--- config.mk ---
export PLATFORM = sky130hd
export DESIGN_NAME = execute_stage
export DESIGN_NICKNAME = d
export VERILOG_FILES = /design/src/rtl/pipeline_pkg.sv /design/src/rtl/iter_multiplier.sv /design/src/rtl/execute_stage.sv
export SDC_FILE = /design/constraint.sdc
export NUM_CORES = 1
export LEC_CHECK = 0
export BUFFER_PORTS_ARGS = -buffer_cell sky130_fd_sc_hd__buf_2
export CAP_MARGIN = 30
export CORE_ASPECT_RATIO = 1.75
export CORE_MARGIN = 1
export CORE_UTILIZATION = 50
export CTS_CLUSTER_SIZE = 8
export DETAILED_ROUTE_END_ITERATION = 10
export PLACE_DENSITY = 0.74
export RECOVER_POWER = 25
export SKIP_LAST_GASP = 1
export SYNTH_ARGS = -nofsm -noshare
export SYNTH_HDL_FRONTEND = slang
export SYNTH_SLANG_ARGS = --single-unit
--- constraint.sdc ---
create_clock -name clk -period 0.8 [get_ports clk]
set_clock_uncertainty 0.15 [all_clocks]
set_input_delay 0.04 -clock clk [delete_from_list [all_inputs] [get_ports clk]]
set_output_delay 0.04 -clock clk [all_outputs]
set_load 0.05 [all_outputs]
--- src/rtl/pipeline_pkg.sv ---
// Shared pipeline definitions: ALU opcodes, forward selects and the multiplier state encoding.
package pipeline_pkg;

  localparam logic [3:0] ALU_AND = 4'b0000;
  localparam logic [3:0] ALU_OR  = 4'b0001;
  localparam logic [3:0] ALU_ADD = 4'b0010;
  localparam logic [3:0] ALU_SUB = 4'b0110;
  localparam logic [3:0] ALU_SLT = 4'b0111;
  localparam logic [3:0] ALU_NOR = 4'b1100;
  localparam logic [3:0] ALU_MUL = 4'b1000;

  localparam logic [1:0] FWD_REG = 2'b00;
  localparam logic [1:0] FWD_WB  = 2'b01;
  localparam logic [1:0] FWD_MEM = 2'b10;

  typedef enum logic [1:0] {
    IDLE = 2'd0,
    BUSY = 2'd1,
    DONE = 2'd2
  } mul_state_t;

  // Select 11 is unused by the hazard unit and falls back to the register file value.
  function automatic logic [31:0] select_operand(input logic [1:0]  sel,
                                                 input logic [31:0] reg_val,
                                                 input logic [31:0] wb_val,
                                                 input logic [31:0] mem_val);
    case (sel)
      FWD_WB:  return wb_val;
      FWD_MEM: return mem_val;
      default: return reg_val;
    endcase
  endfunction

endpackage

--- src/rtl/iter_multiplier.sv ---
// Shift-add multiplier, one partial product per cycle; keeps the low 32 bits of a*b.
module iter_multiplier
  import pipeline_pkg::*;
#(
  parameter int MUL_CYCLES = 32
) (
  input  logic        clk,
  input  logic        reset,
  input  logic        start,
  input  logic        abort,
  input  logic [31:0] a,
  input  logic [31:0] b,
  output logic        busy,
  output logic        done,
  output logic [31:0] product
);

  localparam logic [4:0] LAST_ITER = 5'(MUL_CYCLES - 1);

  mul_state_t  state_q, state_d;
  logic [4:0]  count_q;
  logic [31:0] a_q, b_q, acc_q;

  always_ff @(posedge clk or negedge reset) begin
    if (!reset) begin
      state_q <= IDLE;
      count_q <= '0;
      a_q     <= '0;
      b_q     <= '0;
      acc_q   <= '0;
    end else begin
      state_q <= state_d;
      if (state_q == IDLE && start && !abort) begin
        a_q     <= a;
        b_q     <= b;
        acc_q   <= '0;
        count_q <= '0;
      end else if (state_q == BUSY && !abort) begin
        if (b_q[0]) acc_q <= acc_q + a_q;
        a_q     <= a_q << 1;
        b_q     <= b_q >> 1;
        count_q <= count_q + 5'd1;
      end
    end
  end

  always_comb begin
    state_d = state_q;
    case (state_q)
      IDLE:    if (start) state_d = BUSY;
      BUSY:    if (count_q == LAST_ITER) state_d = DONE;
      DONE:    state_d = IDLE;
      default: state_d = IDLE;
    endcase
    if (abort) state_d = IDLE;
  end

  assign busy    = (state_q == BUSY);
  assign done    = (state_q == DONE);
  assign product = acc_q;

endmodule

--- src/rtl/execute_stage.sv ---
// Execute stage: operand forwarding, ALU and the EX/MEM register.
// Define EXEC_MUL_EN to include the iterative multiplier; otherwise MUL decodes as an unknown op.
module execute_stage
  import pipeline_pkg::*;
#(
  parameter int MUL_CYCLES = 32
) (
  input  logic        clk,
  input  logic        reset,
  input  logic        RegWrite_E,
  input  logic        MemToReg_E,
  input  logic        MemRead_E,
  input  logic        MemWrite_E,
  input  logic        JumpAndLink_E,
  input  logic        AluSrc_E,
  input  logic [3:0]  AluCtrl_E,
  input  logic [31:0] ReadData1_E,
  input  logic [31:0] ReadData2_E,
  input  logic [31:0] Imm_E,
  input  logic [4:0]  RegisterD_E,
  input  logic [4:0]  Pc_E,
  input  logic [1:0]  ForwardA_E,
  input  logic [1:0]  ForwardB_E,
  input  logic [31:0] AluResult_Mfwd,
  input  logic [31:0] WriteBackData_W,
  input  logic        Flush_E,
  output logic        Stall_E,
  output logic        MemRead_M,
  output logic        MemToReg_M,
  output logic        MemWrite_M,
  output logic        RegWrite_M,
  output logic        JumpAndLink_M,
  output logic [31:0] AluResult_M,
  output logic [31:0] ReadData2_M,
  output logic [4:0]  RegisterD_M,
  output logic [4:0]  Pc_M
);

  logic [31:0] op_a, op_b_pre, op_b, alu_result;
  logic        bubble;

  assign op_a     = select_operand(ForwardA_E, ReadData1_E, WriteBackData_W, AluResult_Mfwd);
  assign op_b_pre = select_operand(ForwardB_E, ReadData2_E, WriteBackData_W, AluResult_Mfwd);
  assign op_b     = AluSrc_E ? Imm_E : op_b_pre;

`ifdef EXEC_MUL_EN
  logic        is_mul, mul_start, mul_busy, mul_done;
  logic [31:0] mul_product;

  assign is_mul    = (AluCtrl_E == ALU_MUL);
  assign mul_start = is_mul && !mul_busy && !mul_done && !Flush_E;
  // The DONE cycle is the one cycle a MUL in EX lets the pipeline advance.
  assign Stall_E   = is_mul && !mul_done && !Flush_E;

  iter_multiplier #(
    .MUL_CYCLES(MUL_CYCLES)
  ) u_mul (
    .clk    (clk),
    .reset  (reset),
    .start  (mul_start),
    .abort  (Flush_E),
    .a      (op_a),
    .b      (op_b),
    .busy   (mul_busy),
    .done   (mul_done),
    .product(mul_product)
  );
`else
  assign Stall_E = 1'b0;
`endif

  always_comb begin
    alu_result = '0;
    case (AluCtrl_E)
      ALU_AND: alu_result = op_a & op_b;
      ALU_OR:  alu_result = op_a | op_b;
      ALU_ADD: alu_result = op_a + op_b;
      ALU_SUB: alu_result = op_a - op_b;
      ALU_SLT: alu_result = {31'd0, ($signed(op_a) < $signed(op_b))};
      ALU_NOR: alu_result = ~(op_a | op_b);
`ifdef EXEC_MUL_EN
      ALU_MUL: alu_result = mul_product;
`endif
      default: alu_result = '0;
    endcase
  end

  assign bubble = Flush_E || Stall_E;

  // A bubble clears data fields too, so stale operands never leak into MEM.
  always_ff @(posedge clk or negedge reset) begin
    if (!reset) begin
      MemRead_M     <= 1'b0;
      MemToReg_M    <= 1'b0;
      MemWrite_M    <= 1'b0;
      RegWrite_M    <= 1'b0;
      JumpAndLink_M <= 1'b0;
      AluResult_M   <= '0;
      ReadData2_M   <= '0;
      RegisterD_M   <= '0;
      Pc_M          <= '0;
    end else if (bubble) begin
      MemRead_M     <= 1'b0;
      MemToReg_M    <= 1'b0;
      MemWrite_M    <= 1'b0;
      RegWrite_M    <= 1'b0;
      JumpAndLink_M <= 1'b0;
      AluResult_M   <= '0;
      ReadData2_M   <= '0;
      RegisterD_M   <= '0;
      Pc_M          <= '0;
    end else begin
      MemRead_M     <= MemRead_E;
      MemToReg_M    <= MemToReg_E;
      MemWrite_M    <= MemWrite_E;
      RegWrite_M    <= RegWrite_E;
      JumpAndLink_M <= JumpAndLink_E;
      AluResult_M   <= alu_result;
      ReadData2_M   <= op_b_pre;
      RegisterD_M   <= RegisterD_E;
      Pc_M          <= Pc_E;
    end
  end

endmodule

==> impl_metrics.env, run 1 <==
export IMPL_synth_edff_count=0
export IMPL_rows=64
export IMPL_io_pins=267
export IMPL_die_w_um=103
export IMPL_cts_sink_count=79
export IMPL_error_line="[ERROR GRT-0116] Global routing finished with congestion. Check the congestion regions in the DRC Viewer."
export IMPL_synthArstFlopShare_pct=100
export IMPL_die_h_um=179
export IMPL_grt_max_degree=43
export IMPL_cts_htree_levels=3
export IMPL_syn_inst=1187
export IMPL_netlist_area_mm2=0.00897
export IMPL_syn_mean_instance_area_um2=7.56
export IMPL_dpl_hpwl_um=36500
export IMPL_outcome="did not finish"
export IMPL_port_buffers=265
export IMPL_dp_cells=2024
export IMPL_ys_seq_area_share_pct=22.0
export IMPL_grt_pass1_vias=16700
export IMPL_synthDistinctLibCells=88
export IMPL_ctsLongestPathBuffers=2
export IMPL_overflow=169
export IMPL_grt_use_total_pct=73.2
export IMPL_synth_seq_cells=79
export IMPL_cts_root_buffer="clkbuf_16"
export IMPL_grt_first_pass_wirelength_um=101000
export IMPL_gp_congestion=1.05
export IMPL_cts_made_buffers=9
export IMPL_yosysWarnings=0
export IMPL_lastStage="global routing (5_1_grt)"
export IMPL_synth_fp_nets=1472
export IMPL_ys_flop_type="dfrtp_1"
export IMPL_initial_core_util_pct=51.2
## synthesized netlist by cell type, types with 15 or more instances
cell type | n | area, um^2
o21ai_0 | 114 | 571
nor3_1 | 25 | 125
nand2_1 | 96 | 360
nand2b_1 | 15 | 93.8
a21oi_1 | 85 | 425
nand3_1 | 17 | 85.1
a221o_1 | 40 | 400
a22oi_1 | 35 | 263
a221oi_1 | 29 | 254
nor2_1 | 123 | 462
ha_1 | 96 | 1200
inv_1 | 101 | 379
nor2b_1 | 26 | 163
o21a_1 | 26 | 195
clkbuf_1 | 66 | 248
dfrtp_1 | 79 | 1980
## per-stage QoR
| step | hold slack (ns) | setup WS, ns | instance area [um^2] |
|---|---|---|---|
| CTS | -0.139 | -2.64 | 15800 |
| detailed placement | -0.253 | -3.48 | 13900 |
| global placement | -0.254 | -3.38 | 13900 |
| floorplan | -0.406 | -2.98 | 9200 |
## kinds of logic after synthesis
group | count (synthesis) | share of synthesized area, %
other | 1 | 0.0418
adder cells (fa/ha/maj) | 98 | 13.8
XOR/XNOR | 20 | 1.95
multiplexers | 5 | 0.558
AO/OA/AOI/OAI | 460 | 36.3
flip-flops | 79 | 22.0
AND/OR/NAND/NOR | 344 | 17.5
buffers and inverters | 180 | 7.79
## repair_timing
item | CTS
gates cloned | 1
hold buffers | 16
endpoints found under the hold margin | 125
resized for setup | 298
pin swaps | 85
buffers inserted | 31
endpoints found under the setup margin | 143
## metal layers
| layer | GRT overflow | track usage, % |
|---|---|---|
| met5 | 0 | 13.0 |
| met4 | 65 | 82.5 |
| met3 | 0 | 53.0 |
| met2 | 102 | 95.5 |
| met1 | 2 | 67.3 |
==> run 2, diff against run 1 <==
- CORE_ASPECT_RATIO: 1.75 -> default
- CORE_UTILIZATION: 50 -> 35
- CTS_CLUSTER_SIZE: 8 -> default
- PLACE_DENSITY: 0.74 -> default
- PLACE_DENSITY_LB_ADDON: default -> 0.15
==> run 2 against run 1 <==
Net effect: the flow now finishes, with violations (hold timing, setup timing); synthesized cell count did not move; area after synthesis did not move.
==> impl_metrics.env, run 2 <==
export IMPL_grt_pass1_vias=11800
export IMPL_synth_edff_count=0
export IMPL_crit_path_top_delay_cell="a2111oi_4"
export IMPL_cp_num_buf_inv=4
export IMPL_final_cell_mix="455 x buf_4, 183 x buf_2, 113 x nor2_1, 96 x nand2_1, 92 x inv_1"
export IMPL_startpoint_type="input pin"
export IMPL_worstSetupPathType="input pin to flip-flop"
export IMPL_rows=58
export IMPL_dp_cells=2150
export IMPL_tightest_slew_ns=0.692
export IMPL_finalCritPeriodShare_pct=447
export IMPL_largestRegisters="AluResult_M (32), ReadData2_M (32)"
export IMPL_ys_seq_area_share_pct=22.0
export IMPL_path_cells="buf_8 > ha_4 > buf_12 > a221o_1 > o21ai_2 > o21ai_2 > ha_4 > nor2_4 > o311a_4 > o41ai_4 > o31ai_4 > buf_4 > a2111oi_4 > buf_4 > nor2_2 > a221o_1 > o21ai_1 > a21oi_1"
export IMPL_die_w_um=162
export IMPL_netlist_top_cells_area="dfrtp_1 22%, ha_1 13%, o21ai_0 6.4%"
export IMPL_grt_use_total_pct=31.1
export IMPL_syn_inst=1187
export IMPL_synth_seq_cells=79
export IMPL_grt_first_pass_wirelength_um=63000
export IMPL_vias=11900
export IMPL_outcome="complete, but fails checks"
export IMPL_drtIter0Drc=859
export IMPL_dpl_hpwl_um=33100
export IMPL_hold_worst_slack_ns=-0.212
export IMPL_synth_fp_nets=1472
export IMPL_ys_top_cells_by_count="123 x nor2_1, 114 x o21ai_0, 101 x inv_1, 96 x ha_1, 96 x nand2_1"
export IMPL_worst_slack_ns=-2.78
export IMPL_max_cap_violations=0
export IMPL_place_ws_ns=-3.31
export IMPL_fmax_mhz=280
export IMPL_syn2layout_area_growth_pct=82.2
export IMPL_violations="hold timing, setup timing"
export IMPL_rsz0062_at_grt="yes"
export IMPL_gr_usage_met2_pct=54.8
export IMPL_syn_mean_instance_area_um2=7.56
export IMPL_nets=2168
export IMPL_final_common_cell="buf_4"
export IMPL_critPathArrivalTime_ns=3.66
export IMPL_routedWlPerCell_um=19.1
export IMPL_drc=0
export IMPL_gp_congestion=0.955
export IMPL_ant_nets=0
export IMPL_cts_sink_count=79
export IMPL_yosys_area_top_type="dfrtp_1"
export IMPL_slew_headroom_pct=53.4
export IMPL_initial_core_util_pct=35.6
export IMPL_coreArea_mm2=0.0252
export IMPL_dieArea_mm2=0.0263
export IMPL_totalWireLength_um=42400
export IMPL_post_route_util_pct=64.9
export IMPL_end_kind="flip-flop"
export IMPL_grt_max_degree=48
export IMPL_cts_clk_slew_worst_paths_ns=0.07
export IMPL_cts_root_buffer="clkbuf_16"
export IMPL_drive_gt1_share_pct=51.1
export IMPL_cts_tree="done"
export IMPL_synthArstFlopShare_pct=100
export IMPL_power_density_mw_per_mm2=1590
export IMPL_overflow=0
export IMPL_crit_family="compound AO/OA/AOI/OAI gates"
export IMPL_layout_min_cycle_time_ns=3.58
export IMPL_port_buffers=265
export IMPL_yosysWarnings=0
export IMPL_ctsLongestPathBuffers=2
export IMPL_cts_made_buffers=9
export IMPL_synthDominantCellAreaShare_pct=22.0
export IMPL_hold_viol=31
export IMPL_irDropWorstVdd_uv=1400
export IMPL_top_usage_layer="met2"
export IMPL_final_cells=2219
export IMPL_grtUsageMet3_pct=3.70
export IMPL_grt_use_met1_pct=36.3
export IMPL_worstPathRequired_ns=0.88
export IMPL_die_h_um=162
export IMPL_finalMaxSlewViolations=0
export IMPL_first_pass_iters=6
export IMPL_cts_htree_levels=3
export IMPL_setup_violations=143
export IMPL_synth_most_common_cell="nor2_1"
export IMPL_netlist_area_mm2=0.00897
export IMPL_max_stage_delay_ns=0.49
export IMPL_leakage_nw=8.02
export IMPL_cp_max_fo=8
export IMPL_hold_buffers=16
export IMPL_synthDistinctLibCells=88
export IMPL_antenna_found_initial=1
export IMPL_hold_path_class="input pin to flip-flop"
export IMPL_viasPerCell=5.35
export IMPL_ys_flop_type="dfrtp_1"
export IMPL_io_pins=267
[run 2: tightest hold or removal path: stages]
cell     delay, ns
buf_2         0.07
o21ai_1       0.06
nor2_1        0.08
[run 2: cell type report]
class | instances | area [um^2]
sequential | 79 | 1980
tap | 330 | 413
multi-input combinational | 928 | 7410
clock buffer | 10 | 239
timing repair buffer | 762 | 5840
antenna | 1 | 2.50
clock inverter | 6 | 76.3
fill | 2194 | 8830
inverter | 103 | 397
[run 2: logic make-up (layout without fill, tap and decap cells)]
family | count (synthesis) | in the layout | synth area share (%)
other | 1 | 2 | 0.0418
xor gates and xnor gates | 20 | 20 | 1.95
AOI/OAI and AO/OA | 460 | 460 | 36.3
muxes | 5 | 5 | 0.558
and+or+nand+nor | 344 | 344 | 17.5
DFF | 79 | 79 | 22.0
adders and majority gates | 98 | 98 | 13.8
buffers and inverters | 180 | 881 | 7.79
[run 2: report_power, final]
group / internal (mW) / switching [mW]
Sequential: 4.25 / 0.137
Clock: 2.56 / 2.09
Combinational: 8.17 / 8.77
Total: 15.0 / 11.0
[run 2: metrics by stage]
stage	power, mW	setup TNS [ns]	instance area (um^2)
floorplan	11.7	-93.76	9200
global placement	18.3	-115.38	14000
detailed placement	18.4	-117.64	14000
CTS	24.3	-112.05	15200
global route	27.3	-113.19	16300
finish	26.0	-107.10	16300
[run 2: worst paths after layout]
| kind | cells after the start | startpoint | end | slack, ns |
|---|---|---|---|---|
| max | 18 | ForwardB_E[1] | AluResult_M[15]$_DFF_PN0_ | -2.78 |
| min | 3 | ReadData2_E[21] | ReadData2_M[21]$_DFF_PN0_ | -0.21 |
| max in group asynchronous | 3 | reset | AluResult_M[11]$_DFF_PN0_ | 0.06 |
| min in group asynchronous | 3 | reset | MemToReg_M$_DFF_PN0_ | 0.07 |
[run 2: what timing repair did]
action,in CTS,in global routing
hold endpoints to repair,123,31
endpoints found under the setup margin,143,143
setup buffers,23,23
resized for setup,133,352
cloned,0,0
pin swaps,64,75
[run 2: metal layers]
layer  vias to the layer above  wire length, um
met2                       441            21100
met3                        98             1910
met5                         -                0
met1                      5629            17000
met4                         0             2450
li1                       5713                -
Note: power is estimated with default switching activity, not from simulation.
==> run 3, diff against run 2 <==
- REMOVE_ABC_BUFFERS: default -> 1
==> run 3 against run 2 <==
Net effect: the run still ends with hold timing, setup timing left; worst hold slack worse by 0.012 ns; critical path depth up 12; non-clock buffer count up 18; die area unchanged; first-iteration DRC count up 9.8%; critical path type unchanged; largest cell class unchanged.
==> impl_metrics.env, run 3 (synthesis results as in run 2) <==
export IMPL_outcome="complete, but fails checks"
export IMPL_violations="hold timing, setup timing"
export IMPL_nets=2186
export IMPL_dieArea_mm2=0.0263
export IMPL_cp_common_cell="buf_4"
export IMPL_fmax_mhz=282
export IMPL_leakage_nw=8.19
export IMPL_first_pass_iters=5
export IMPL_critPathArrivalTime_ns=3.70
export IMPL_port_buffers=265
export IMPL_routedWlPerCell_um=20.2
export IMPL_power_mw=27.7
export IMPL_viasPerCell=5.57
export IMPL_irDropWorstVdd_uv=970
export IMPL_final_cells=2238
export IMPL_drive_gt1_share_pct=52.9
export IMPL_ant_nets=0
export IMPL_initial_core_util_pct=35.6
export IMPL_drtIter0Drc=943
export IMPL_startpoint_type="input pin"
export IMPL_drc=0
export IMPL_die_w_um=162
export IMPL_max_cap_violations=0
export IMPL_end_kind="flip-flop"
export IMPL_hp_start="ReadData2_E[19]"
export IMPL_grt_use_total_pct=33.9
export IMPL_cts_root_buffer="clkbuf_16"
export IMPL_finalCritPeriodShare_pct=444
export IMPL_finalMaxSlewViolations=0
export IMPL_final_common_cell="buf_4"
export IMPL_grt_first_pass_wirelength_um=69200
export IMPL_cts_htree_levels=3
export IMPL_grt_max_degree=34
export IMPL_io_pins=267
export IMPL_fin_tns_setup_ns=-110.91
export IMPL_place_ws_ns=-3.66
export IMPL_hold_worst_slack_ns=-0.224
export IMPL_vias=12500
export IMPL_worst_slack_ns=-2.75
export IMPL_worstSetupPathType="input pin to flip-flop"
export IMPL_die_h_um=162
export IMPL_coreArea_mm2=0.0252
export IMPL_ctsLongestPathBuffers=2
export IMPL_grt_pass1_vias=12800
export IMPL_largestRegisters="AluResult_M (32), ReadData2_M (32)"
export IMPL_dp_cells=2107
export IMPL_worstPathRequired_ns=0.95
export IMPL_hold_viol=28
export IMPL_cts_made_buffers=9
export IMPL_cts_clk_slew_worst_paths_ns=0.08
export IMPL_rsz0062_at_grt="yes"
export IMPL_cts_tree="done"
export IMPL_totalWireLength_um=45200
export IMPL_startpoint="ForwardB_E[0]"
export IMPL_layout_min_cycle_time_ns=3.55
export IMPL_final_cell_mix="432 x buf_4, 183 x buf_2, 114 x buf_6, 103 x nor2_1, 96 x nand2_1"
export IMPL_hold_path_class="input pin to flip-flop"
export IMPL_syn2layout_area_growth_pct=89.0
export IMPL_hold_buffers=17
export IMPL_gp_congestion=0.946
export IMPL_cts_sink_count=79
export IMPL_rows=58
export IMPL_antenna_found_initial=2
export IMPL_power_density_mw_per_mm2=1630
export IMPL_cp_max_fo=5
export IMPL_n_fill_cell=2030
export IMPL_tightest_slew_ns=0.566
export IMPL_max_stage_delay_ns=0.32
export IMPL_overflow=0
export IMPL_setup_violations=143
export IMPL_crit_path_top_delay_cell="ha_4"
export IMPL_dpl_hpwl_um=31500
export IMPL_slew_headroom_pct=61.9
run 3: cell types whose count changed in the layout (fill, tap and decap cells not counted), sizes merged:
| cell | delta |
|---|---|
| diode | +1 |
| dlygate4sd3 | +1 |
| bufinv | +1 |
| inv | +1 |
| clkbuf | -1 |
| clkinv | -1 |
| buf | +17 |
run 3: power breakdown:
part           internal (mW)  leakage (nW)  switching (mW)
Sequential              4.25          1.05           0.167
Clock                   2.83         0.165            2.27
Combinational           8.88          6.98            9.26
run 3: layout make-up:
| cell class | count | area (um^2) | share of cell area [%] |
|---|---|---|---|
| Clock buffer | 9 | 225 | 1.33 |
| Inverter | 103 | 397 | 2.34 |
| Clock inverter | 7 | 109 | 0.642 |
| Sequential cell | 79 | 1980 | 11.7 |
| Antenna cell | 2 | 5.00 | 0.0295 |
| Multi-Input combinational cell | 928 | 7590 | 44.7 |
| Timing Repair Buffer | 780 | 6250 | 36.8 |
| Tap cell | 330 | 413 | 2.43 |
run 3: through the flow:
stage	util [%]	hold WS (ns)	cell area (um^2)
after detailed placement	54.8	-0.109	13800
final	67.4	-0.224	17000
after global placement	54.8	-0.107	13800
after floorplan	-	-0.406	8660
after global routing	67.4	-0.191	17000
after CTS	64.6	-0.203	16300
run 3: critical path: cells and delay by family:
kind | cells | cell delay (ns)
AOI/OAI and AO/OA | 2 | 0.19
adders and majority gates | 1 | 0.32
buffers and inverters | 26 | 3.05
and+or+nand+nor | 1 | 0.08
run 3: timing repair:
item,CTS,global route
pin swaps,97,95
endpoints found under the setup margin,143,143
gates resized for setup,224,372
buffers inserted,147,40
cloned,1,0
endpoints found under the hold margin,118,27
run 3: worst paths after layout:
kind                                             end  slack [ns]  cells past startpoint
max                         ReadData2_M[9]$_DFF_PN0_       -2.75                     30
min in group asynchronous  AluResult_M[30]$_DFF_PN0_        0.07                      3
max in group asynchronous  AluResult_M[12]$_DFF_PN0_        0.04                      3
min                        ReadData2_M[19]$_DFF_PN0_       -0.22                      3
run 3: routing by layer:
layer,global-route usage (%),vias up,wire (um)
li1,-,5747,-
met1,39.9,5957,17900
met2,60.3,614,22400
met3,3.55,149,2750
met4,18.4,0,2140
met5,0,-,0
